==> config.mk <==
export PLATFORM = sky130hd
export DESIGN_NAME = wdt_reg_if_flat
export DESIGN_NICKNAME = d
export VERILOG_FILES = /design/src/rtl/wdt_reg_if_if.sv /design/src/rtl/wdt_reg_if.sv /design/src/flat_wrapper.sv
export SDC_FILE = /design/constraint.sdc
export NUM_CORES = 1
export LEC_CHECK = 0
export ABC_AREA = 1
export BUFFER_PORTS_ARGS = -buffer_cell sky130_fd_sc_hd__buf_2
export CAP_MARGIN = 20
export CORE_ASPECT_RATIO = 0.8
export CORE_MARGIN = 2
export CORE_UTILIZATION = 50
export CTS_CLUSTER_DIAMETER = 50
export CTS_CLUSTER_SIZE = 16
export DETAILED_ROUTE_END_ITERATION = 6
export PLACE_DENSITY = 0.86
export SLEW_MARGIN = 20
export SYNTH_ARGS = -nofsm -noshare
export SYNTH_HDL_FRONTEND = slang
export SYNTH_SLANG_ARGS = --single-unit
export TNS_END_PERCENT = 50
==> constraint.sdc <==
create_clock -name clk -period 4.4 [get_ports clk]
set_clock_uncertainty 0.05 [all_clocks]
set_input_delay 0.88 -clock clk [delete_from_list [all_inputs] [get_ports clk]]
set_output_delay 0.88 -clock clk [all_outputs]
set_load 0.02 [all_outputs]
==> src/rtl/wdt_reg_if_if.sv <==
// AXI4-Lite register bus bundle between a CPU-side master and the watchdog register slave.
// Latency: none, wires only.
// Backpressure: carried by the usual AXI valid/ready pairs on each channel.
interface wdt_reg_if_if #(
    parameter int ADDR_W = 32,
    parameter int DATA_W = 32
);
    logic [ADDR_W-1:0]   AWADDR;
    logic                AWVALID;
    logic                AWREADY;
    logic [DATA_W-1:0]   WDATA;
    logic [DATA_W/8-1:0] WSTRB;
    logic                WVALID;
    logic                WREADY;
    logic [1:0]          BRESP;
    logic                BVALID;
    logic                BREADY;
    logic [ADDR_W-1:0]   ARADDR;
    logic                ARVALID;
    logic                ARREADY;
    logic [DATA_W-1:0]   RDATA;
    logic [1:0]          RRESP;
    logic                RVALID;
    logic                RREADY;

    modport master (
        output AWADDR, AWVALID, WDATA, WSTRB, WVALID, BREADY, ARADDR, ARVALID, RREADY,
        input  AWREADY, WREADY, BRESP, BVALID, ARREADY, RDATA, RRESP, RVALID
    );

    modport slave (
        input  AWADDR, AWVALID, WDATA, WSTRB, WVALID, BREADY, ARADDR, ARVALID, RREADY,
        output AWREADY, WREADY, BRESP, BVALID, ARREADY, RDATA, RRESP, RVALID
    );
endinterface

==> src/rtl/wdt_reg_if.sv <==
// AXI4-Lite register front end for the watchdog core: EN/LIVE/CNT control, sticky timeout STAT/IRQ.
// Latency: AW in cycle N, W in N+1, BVALID in N+2; AR in cycle N, RVALID in N+1.
// Backpressure: B and R payloads hold stable until BREADY/RREADY; no new AW/AR accepted until then.
module wdt_reg_if #(
    parameter int DATA_W = 32,
    parameter int ADDR_W = 32
) (
    input  logic              clk,
    input  logic              rst,
    wdt_reg_if_if.slave       s_axi,
    output logic              WDEN,
    output logic              WDLIVE,
    output logic [DATA_W-1:0] WTOCNT,
    input  logic              WTO,
    output logic              IRQ
);
    localparam logic [15:0] A_EN   = 16'h0100;
    localparam logic [15:0] A_LIVE = 16'h0200;
    localparam logic [15:0] A_CNT  = 16'h0300;
    localparam logic [15:0] A_STAT = 16'h0400;

    typedef enum logic [1:0] {W_IDLE, W_DATA, W_RESP} wstate_t;
    typedef enum logic       {R_IDLE, R_DATA}         rstate_t;

    wstate_t           r_wstate, w_wstate_nxt;
    rstate_t           r_rstate, w_rstate_nxt;
    logic [15:0]       r_awaddr;
    logic [1:0]        r_bresp;
    logic [DATA_W-1:0] r_rdata;
    logic [1:0]        r_rresp;
    logic              r_en;
    logic              r_live;
    logic [DATA_W-1:0] r_cnt;
    logic              r_stat;

    logic              w_whs;
    logic              w_arhs;
    logic              w_hit_en, w_hit_live, w_hit_cnt, w_hit_stat, w_mapped;
    logic              w_set_bit0;
    logic [DATA_W-1:0] w_rdata;
    logic [1:0]        w_rresp;
    logic              w_unused_addr;

    // Only the low 16 address bits are decoded; the upper bits are deliberately ignored.
    assign w_unused_addr = ^{s_axi.AWADDR[ADDR_W-1:16], s_axi.ARADDR[ADDR_W-1:16]};

    assign w_whs      = (r_wstate == W_DATA) && s_axi.WVALID;
    assign w_arhs     = (r_rstate == R_IDLE) && s_axi.ARVALID;
    assign w_hit_en   = (r_awaddr == A_EN);
    assign w_hit_live = (r_awaddr == A_LIVE);
    assign w_hit_cnt  = (r_awaddr == A_CNT);
    assign w_hit_stat = (r_awaddr == A_STAT);
    assign w_mapped   = w_hit_en | w_hit_live | w_hit_cnt | w_hit_stat;
    assign w_set_bit0 = s_axi.WSTRB[0] & s_axi.WDATA[0];

    // Write FSM state register.
    always_ff @(posedge clk or posedge rst) begin
        if (rst) r_wstate <= W_IDLE;
        else     r_wstate <= w_wstate_nxt;
    end

    // Write FSM next state and channel handshake outputs.
    always_comb begin
        w_wstate_nxt  = r_wstate;
        s_axi.AWREADY = 1'b0;
        s_axi.WREADY  = 1'b0;
        s_axi.BVALID  = 1'b0;
        unique case (r_wstate)
            W_IDLE: begin
                s_axi.AWREADY = 1'b1;
                if (s_axi.AWVALID) w_wstate_nxt = W_DATA;
            end
            W_DATA: begin
                s_axi.WREADY = 1'b1;
                if (s_axi.WVALID) w_wstate_nxt = W_RESP;
            end
            W_RESP: begin
                s_axi.BVALID = 1'b1;
                if (s_axi.BREADY) w_wstate_nxt = W_IDLE;
            end
            default: w_wstate_nxt = W_IDLE;
        endcase
    end
    assign s_axi.BRESP = r_bresp;

    // Latch write address, apply register updates and record the write response.
    always_ff @(posedge clk or posedge rst) begin
        if (rst) begin
            r_awaddr <= '0;
            r_bresp  <= 2'b00;
            r_en     <= 1'b0;
            r_cnt    <= '0;
        end else begin
            if ((r_wstate == W_IDLE) && s_axi.AWVALID) r_awaddr <= s_axi.AWADDR[15:0];
            if (w_whs) begin
                r_bresp <= w_mapped ? 2'b00 : 2'b11;
                if (w_hit_en && s_axi.WSTRB[0]) r_en <= s_axi.WDATA[0];
                if (w_hit_cnt) begin
                    for (int b = 0; b < DATA_W/8; b++) begin
                        if (s_axi.WSTRB[b]) r_cnt[b*8 +: 8] <= s_axi.WDATA[b*8 +: 8];
                    end
                end
            end
        end
    end

    // Kick pulse: high only in the cycle after a qualifying LIVE write.
    always_ff @(posedge clk or posedge rst) begin
        if (rst) r_live <= 1'b0;
        else     r_live <= w_whs & w_hit_live & w_set_bit0;
    end

    // Sticky timeout: any WTO cycle sets it, and a set beats a coincident W1C clear.
    always_ff @(posedge clk or posedge rst) begin
        if (rst)      r_stat <= 1'b0;
        else if (WTO) r_stat <= 1'b1;
        else if (w_whs && w_hit_stat && w_set_bit0) r_stat <= 1'b0;
    end

    // Read FSM state register.
    always_ff @(posedge clk or posedge rst) begin
        if (rst) r_rstate <= R_IDLE;
        else     r_rstate <= w_rstate_nxt;
    end

    // Read FSM next state and channel handshake outputs.
    always_comb begin
        w_rstate_nxt  = r_rstate;
        s_axi.ARREADY = 1'b0;
        s_axi.RVALID  = 1'b0;
        unique case (r_rstate)
            R_IDLE: begin
                s_axi.ARREADY = 1'b1;
                if (s_axi.ARVALID) w_rstate_nxt = R_DATA;
            end
            R_DATA: begin
                s_axi.RVALID = 1'b1;
                if (s_axi.RREADY) w_rstate_nxt = R_IDLE;
            end
            default: w_rstate_nxt = R_IDLE;
        endcase
    end

    // Read mux over the current register values; a same-cycle write is not yet visible here.
    always_comb begin
        w_rdata = '0;
        w_rresp = 2'b00;
        case (s_axi.ARADDR[15:0])
            A_EN:    w_rdata[0] = r_en;
            A_LIVE:  w_rdata    = '0;
            A_CNT:   w_rdata    = r_cnt;
            A_STAT:  w_rdata[0] = r_stat;
            default: w_rresp    = 2'b11;
        endcase
    end

    // Capture the read payload at the AR handshake and hold it until RREADY.
    always_ff @(posedge clk or posedge rst) begin
        if (rst) begin
            r_rdata <= '0;
            r_rresp <= 2'b00;
        end else if (w_arhs) begin
            r_rdata <= w_rdata;
            r_rresp <= w_rresp;
        end
    end

    assign s_axi.RDATA = r_rdata;
    assign s_axi.RRESP = r_rresp;
    assign WDEN        = r_en;
    assign WDLIVE      = r_live;
    assign WTOCNT      = r_cnt;
    assign IRQ         = r_stat;
endmodule

==> src/flat_wrapper.sv <==
// flat-port wrapper written by rule: the top's interface ports become plain ports
module wdt_reg_if_flat 
#(
    parameter int DATA_W = 32,
    parameter int ADDR_W = 32
)
  (clk, rst, WDEN, WDLIVE, WTOCNT, WTO, IRQ, s_axi_AWADDR, s_axi_AWVALID, s_axi_WDATA, s_axi_WSTRB, s_axi_WVALID, s_axi_BREADY, s_axi_ARADDR, s_axi_ARVALID, s_axi_RREADY, s_axi_AWREADY, s_axi_WREADY, s_axi_BRESP, s_axi_BVALID, s_axi_ARREADY, s_axi_RDATA, s_axi_RRESP, s_axi_RVALID);
  wdt_reg_if_if #(.ADDR_W(ADDR_W), .DATA_W(DATA_W)) s_axi_i ();
  input  logic clk;
  input  logic rst;
  output logic WDEN;
  output logic WDLIVE;
  output logic [DATA_W-1:0] WTOCNT;
  input  logic WTO;
  output logic IRQ;
  input wire logic [$bits(s_axi_i.AWADDR)-1:0] s_axi_AWADDR;
  input wire logic [$bits(s_axi_i.AWVALID)-1:0] s_axi_AWVALID;
  input wire logic [$bits(s_axi_i.WDATA)-1:0] s_axi_WDATA;
  input wire logic [$bits(s_axi_i.WSTRB)-1:0] s_axi_WSTRB;
  input wire logic [$bits(s_axi_i.WVALID)-1:0] s_axi_WVALID;
  input wire logic [$bits(s_axi_i.BREADY)-1:0] s_axi_BREADY;
  input wire logic [$bits(s_axi_i.ARADDR)-1:0] s_axi_ARADDR;
  input wire logic [$bits(s_axi_i.ARVALID)-1:0] s_axi_ARVALID;
  input wire logic [$bits(s_axi_i.RREADY)-1:0] s_axi_RREADY;
  output wire logic [$bits(s_axi_i.AWREADY)-1:0] s_axi_AWREADY;
  output wire logic [$bits(s_axi_i.WREADY)-1:0] s_axi_WREADY;
  output wire logic [$bits(s_axi_i.BRESP)-1:0] s_axi_BRESP;
  output wire logic [$bits(s_axi_i.BVALID)-1:0] s_axi_BVALID;
  output wire logic [$bits(s_axi_i.ARREADY)-1:0] s_axi_ARREADY;
  output wire logic [$bits(s_axi_i.RDATA)-1:0] s_axi_RDATA;
  output wire logic [$bits(s_axi_i.RRESP)-1:0] s_axi_RRESP;
  output wire logic [$bits(s_axi_i.RVALID)-1:0] s_axi_RVALID;
  assign s_axi_i.AWADDR = s_axi_AWADDR;
  assign s_axi_i.AWVALID = s_axi_AWVALID;
  assign s_axi_i.WDATA = s_axi_WDATA;
  assign s_axi_i.WSTRB = s_axi_WSTRB;
  assign s_axi_i.WVALID = s_axi_WVALID;
  assign s_axi_i.BREADY = s_axi_BREADY;
  assign s_axi_i.ARADDR = s_axi_ARADDR;
  assign s_axi_i.ARVALID = s_axi_ARVALID;
  assign s_axi_i.RREADY = s_axi_RREADY;
  assign s_axi_AWREADY = s_axi_i.AWREADY;
  assign s_axi_WREADY = s_axi_i.WREADY;
  assign s_axi_BRESP = s_axi_i.BRESP;
  assign s_axi_BVALID = s_axi_i.BVALID;
  assign s_axi_ARREADY = s_axi_i.ARREADY;
  assign s_axi_RDATA = s_axi_i.RDATA;
  assign s_axi_RRESP = s_axi_i.RRESP;
  assign s_axi_RVALID = s_axi_i.RVALID;
  wdt_reg_if #(.DATA_W(DATA_W), .ADDR_W(ADDR_W)) u_core (.clk(clk), .rst(rst), .s_axi(s_axi_i), .WDEN(WDEN), .WDLIVE(WDLIVE), .WTOCNT(WTOCNT), .WTO(WTO), .IRQ(IRQ));
endmodule
* Word-level counts from Yosys, hierarchy flattened
Cells that the tools add are included.
Word-level totals: bits in registers 90, input port bits 108, logic and storage cells 66
Cells by class: eq/ne operators 13, muxes and demuxes 18, bitwise logic cells 7, reduce and logical (&&, ||, !) cells 15
Operators with widths (number):
- 16-bit by 10-bit == test with 1-bit output, second input constant | 4
- 16-bit by 11-bit == test with 1-bit output, second input constant | 2
- 16-bit by 9-bit == test with 1-bit output, second input constant | 2
- 31-bit 2-to-1 mux | 1
- 3-bit AND reduction | 5
- 2-bit 2-to-1 mux | 5
- 1-bit 2-to-1 mux | 9
- 1-bit logical AND | 6
- 2-bit != test, second input constant | 3
- 2-bit one-hot mux with 3 select lines | 1
- 4-bit OR reduction | 1
- 1-bit bitwise AND | 3
- 1-bit OR | 3
- 1-bit one-hot mux with 3 select lines | 1
- 2-bit by 1-bit == test with 1-bit output, second input constant | 1
- 2-bit == test, second input constant | 1
- 2-bit logical NOT | 1
- 1-bit one-hot mux with 2 select lines | 1
- 2-bit AND reduction | 1
- 2-bit nonzero test | 1
- 1-bit inverter | 1

* Logic depth before layout (Yosys ltp)
word-level depth 6, gate-level depth with buffers 10

* Worst setup path after synthesis
OpenSTA, ideal clock, no wires.
kind input to register, from input s_axi_ARADDR[1], to register u_core.r_rdata[10], in the netlist u_core.s_axi.RDATA[10], library setup time 83 ps, arrival time 1659 ps, required time 4267 ps, slack 2608 ps, cell stages on the path 6, path buffers 1, cell sequence nor2_1 > nand2_1 > nor2_2 > nand2_1 > clkbuf_1 > o21ai_0
On the way: cells in the longest elaborated chain, start to end 2
RTL lines:
- start: declaration | line flat_wrapper.sv:22 | input wire logic [$bits(s_axi_i.ARADDR)-1:0] s_axi_ARADDR;
- 16-bit by 10-bit == test with 1-bit output | line wdt_reg_if.sv:148 | case (s_axi.ARADDR[15:0])
- 31-bit 2-to-1 mux | line wdt_reg_if.sv:148
- end signal: assignment | line wdt_reg_if.sv:163 | r_rdata <= w_rdata;
- end: declaration | line wdt_reg_if.sv:29 | logic [DATA_W-1:0] r_rdata;
No other way between the ends. A chain may end at the register's enable or synchronous reset.

* Worst setup path after layout
from input s_axi_ARADDR[3], to register u_core.r_rdata[1], in the netlist u_core.s_axi.RDATA[1]
The elaborated chain is that of the path after synthesis.

==> run_results.csv <==
group,metric,value,unit
global_route,largest_net_degree_at_the_start_of_global_routing,63,
setup_path,timing.rr.start,"u_core.r_awaddr[12]",
drt,met3_wirelength,713,um
cts,post_cts_hold_buffer_count,0,
setup_path,cp_num_buf_inv,1,
sta,setup_viol,0,
cts,h-tree-depth,3,
placement,routabilityCongestion,0.863,
cts,clock_sinks,88,
synth,yosys_warnings,0,
die,pin_count,184,
sta,final.hold.worst_slack,436,ps
layout,register_area,2200,sq um
drt,highest-signal-layer,"met4",
synth,fraction_of_registers_with_async_set_reset,100,%
sta,final_number_of_max_transition_violations,0,
synth,yosysMostFrequentCell,"nand2_1",
drt,wl_met2,4.36,mm
layout,multi_input_comb_area,1390,sq um
placement,postPlaceCellArea,4590,sq um
setup_path,timing.critical_path.from_type,"input pin",
setup_path,critPathMaxStageDelay,620,ps
drt,via_count,3277,
synth,synth_seq_area_share,58.1,%
setup_path,timing.critical_path.to_type,"register",
hold_path,worstHoldPathType,"register to register",
setup_path,worst_path_max_delay_cell,"nand2_1",
sta,period_share,51.0,%
power_and_ir_drop,cellLeakagePower,2.71,nW
synth,synthDominantCellAreaShare,58.1,%
sta,grt_setup_unrepaired,"no",
synth,netlist_top_cells_area,"dfrtp_1 58%, nand2_1 17%, o21ai_0 5.4%",
synth,synth.top_cells.by_count,"174 x nand2_1, 88 x dfrtp_1, 41 x o21ai_0, 27 x nor2_1, 22 x inv_1",
drt,drtIter0Drc,146,
setup_path,crit_path_max_fanout,32,
synth,dominantRegCellSynth,"dfrtp_1",
cts,cts_resized,0,
drt,antenna_left,0,
hold_path,hold_path_startpoint,"u_core.s_axi.RDATA[16]",
die,floorplan_core_area,7360,sq um
power_and_ir_drop,power_density,406,nW/um^2
drt,detail_route.vias_per_cell,4.91,
cts,cts.clk_slew.worst_paths,90,ps
setup_path,series_of_cell_instances_along_the_critical_path,"buf_2 -> nor2_1 -> nand2_1 -> nor2_2 -> nand2_1 -> o21ai_0",
cts,clock_tree.root_cell,"clkbuf_8",
layout,layout.filler_cells,637,
die,floorplan.rows,28,
sta,upper_clock_frequency_limit,0.446,GHz
global_route,grt_pass1_vias,3132,
sta,max_slew_margin,34.9,%
synth,postSynthNetCount,528,
synth,netlist_instances,420,
setup_path,worst_path_dominant_cell_family,"simple AND/OR/NAND/NOR gates",
setup_path,critPathRequiredTime,4590,ps
die,initial_utilization,51.5,%
global_route,globalRouteTotalUtil,23.1,%
drt,route.detailed.drc,0,
sta,timing.final.hold_violations,0,
layout,syn_to_final_growth,27.0,%
synth,synth_cell_type_count,28,
synth,synthDominantAreaCellType,"dfrtp_1",
synth,syn_area,3790,sq um
die,die-area,8300,sq um
synth,post_synth.cell_area_avg,9.03,sq um
drt,drt-wirelength-per-cell,13.8,um
flow_run,max_cap_violations,0,
cts,bufs_on_longest_clock_path,2,
global_route,gr-total-overflow,0,
placement,dp.final_hpwl,6.71,mm
setup_path,worst_setup_path_startpoint,"s_axi_ARADDR[3]",
layout,antenna-diode-count,0,
global_route,number_of_antenna_violations_at_the_first_check_in_global_routing,0,
setup_path,worst-setup-path-type,"input pin to register",
cts,clock_buffers_created_by_tritoncts,9,
cts,insertion_delay,350,ps
layout,count_of_nets_after_finishing,680,
layout,layout-drive-gt1-share,36.0,%
status,run_status,"completed",
sta,setup_tns,0,ps
setup_path,cp_common_cell,"nand2_1",
die,chipWidth,101,um
sta,fin_crit,2240,ps
drt,wl_met1,4.00,mm
drt,postRouteWirelength,9.18,mm
synth,number_of_enable_type_register_cells_in_the_synthesized_netlist,0,
die,fp.dieH,81.9,um
setup_path,worst_ep_arrival_time,2440,ps
synth,ys_ff_latch,88,
drt,drt_first_pass_iters,4,
cts,cts_tree,"yes",
power_and_ir_drop,max-vdd-ir-drop,0.000287,V
cts,postCtsSetupBuffers,0,
sta,timing_worst_slew_pin_value,974,ps
placement,port-buffer-count,151,
layout,layout.cell_area.non_filler,4820,sq um
global_route,grt_pass1_wl,14.8,mm
## metrics by stage
stage	setup WS, ps	utilization (%)	instances	total power [mW]
6_report	2160	65.5	667	1.95
5_1_grt	1940	65.5	667	2.06
4_1_cts	2140	65.1	666	1.97
3_5_place_dp	1760	62.4	650	1.41
3_3_place_gp	1830	62.4	650	1.38
2_1_floorplan	1190	-	420	1.29
## layout by cell type, fill, tap and decap left out
cell        Yosys  layout
nand2_1       174     174
buf_2           3     151
dfrtp_1        88      88
o21ai_0        41      41
nor2_1         27      27
inv_1          22      20
mux2_2         13      13
nand3_1         9       9
clkbuf_8        0       9
inv_2           5       5
nor2_2          4       4
clkinv_2        3       4
nor2_4          3       3
nand4_2         3       3
o21ai_2         3       3
nand2_4         2       2
a21oi_1         2       2
inv_6           0       2
clkinvlp_4      0       2
buf_4           2       2
nand3_4         1       1
nor2_8          1       1
clkinv_1        0       1
nor3_1          1       1
nand3b_1        1       1
inv_4           0       1
nand4_1         1       1
a21o_1          1       1
mux2_1          1       1
o31ai_1         1       1
clkbuf_1        6       1
bufinv_16       0       1
buf_16          0       1
## layout make-up
| type | instances | share of cell area [%] |
|---|---|---|
| sequential | 88 | 45.7 |
| multi-input combinational | 289 | 28.8 |
| timing repair buffer | 154 | 16.6 |
| clock buffer | 10 | 2.65 |
| inverter | 30 | 2.47 |
| tap | 90 | 2.34 |
| clock inverter | 6 | 1.40 |
## flip-flops by register name (all words and copies together), names as in the netlist
| register | count |
|---|---|
| u_core.r_awaddr | 16 |
| u_core.s_axi.RDATA | 32 |
| u_core.r_wstate | 2 |
| u_core.s_axi.RRESP | 1 |
| u_core.WDEN | 1 |
| u_core.IRQ | 1 |
| u_core.WTOCNT | 32 |
| u_core.r_rstate | 1 |
| u_core.WDLIVE | 1 |
| u_core.s_axi.BRESP | 1 |
## kinds of logic after synthesis
group	share of synthesized area, %
simple gates	25.7
buf+inv	5.28
compound gates	6.77
mux	4.16
flops	58.1
## path summary, 6_finish.rpt
path | depth (start not counted) | to | slack, ps
worst max-delay path | 6 | u_core.s_axi.RDATA[1] | 2160
worst min-delay path | 2 | u_core.s_axi.RDATA[16] | 440
worst max register to register | 7 | u_core.WTOCNT[14] | 2720
worst min register to register | 2 | u_core.s_axi.RDATA[16] | 440
max in group asynchronous | 3 | u_core.IRQ | 2830
min in group asynchronous | 2 | u_core.r_awaddr[15] | 610
## worst min-delay path: stages, from the launching register on
cell     delay, ps
dfrtp_1        350
nand2_1         50
o21ai_0         60
## metal layers
| layer | vias to the layer above | global-route usage [%] |
|---|---|---|
| li1 | 1621 | - |
| met1 | 1520 | 30.3 |
| met2 | 122 | 38.3 |
| met3 | 14 | 5.70 |
| met4 | 0 | 6.76 |
| met5 | - | 0 |
## power breakdown
| group | total [mW] | internal (mW) | switching, mW |
|---|---|---|---|
| clock network | 0.554 | 0.266 | 0.288 |
| logic | 0.415 | 0.173 | 0.242 |
| registers | 0.984 | 0.910 | 0.0743 |
| total | 1.95 | 1.35 | 0.605 |
No activity file was read; power rests on OpenSTA's default activity.
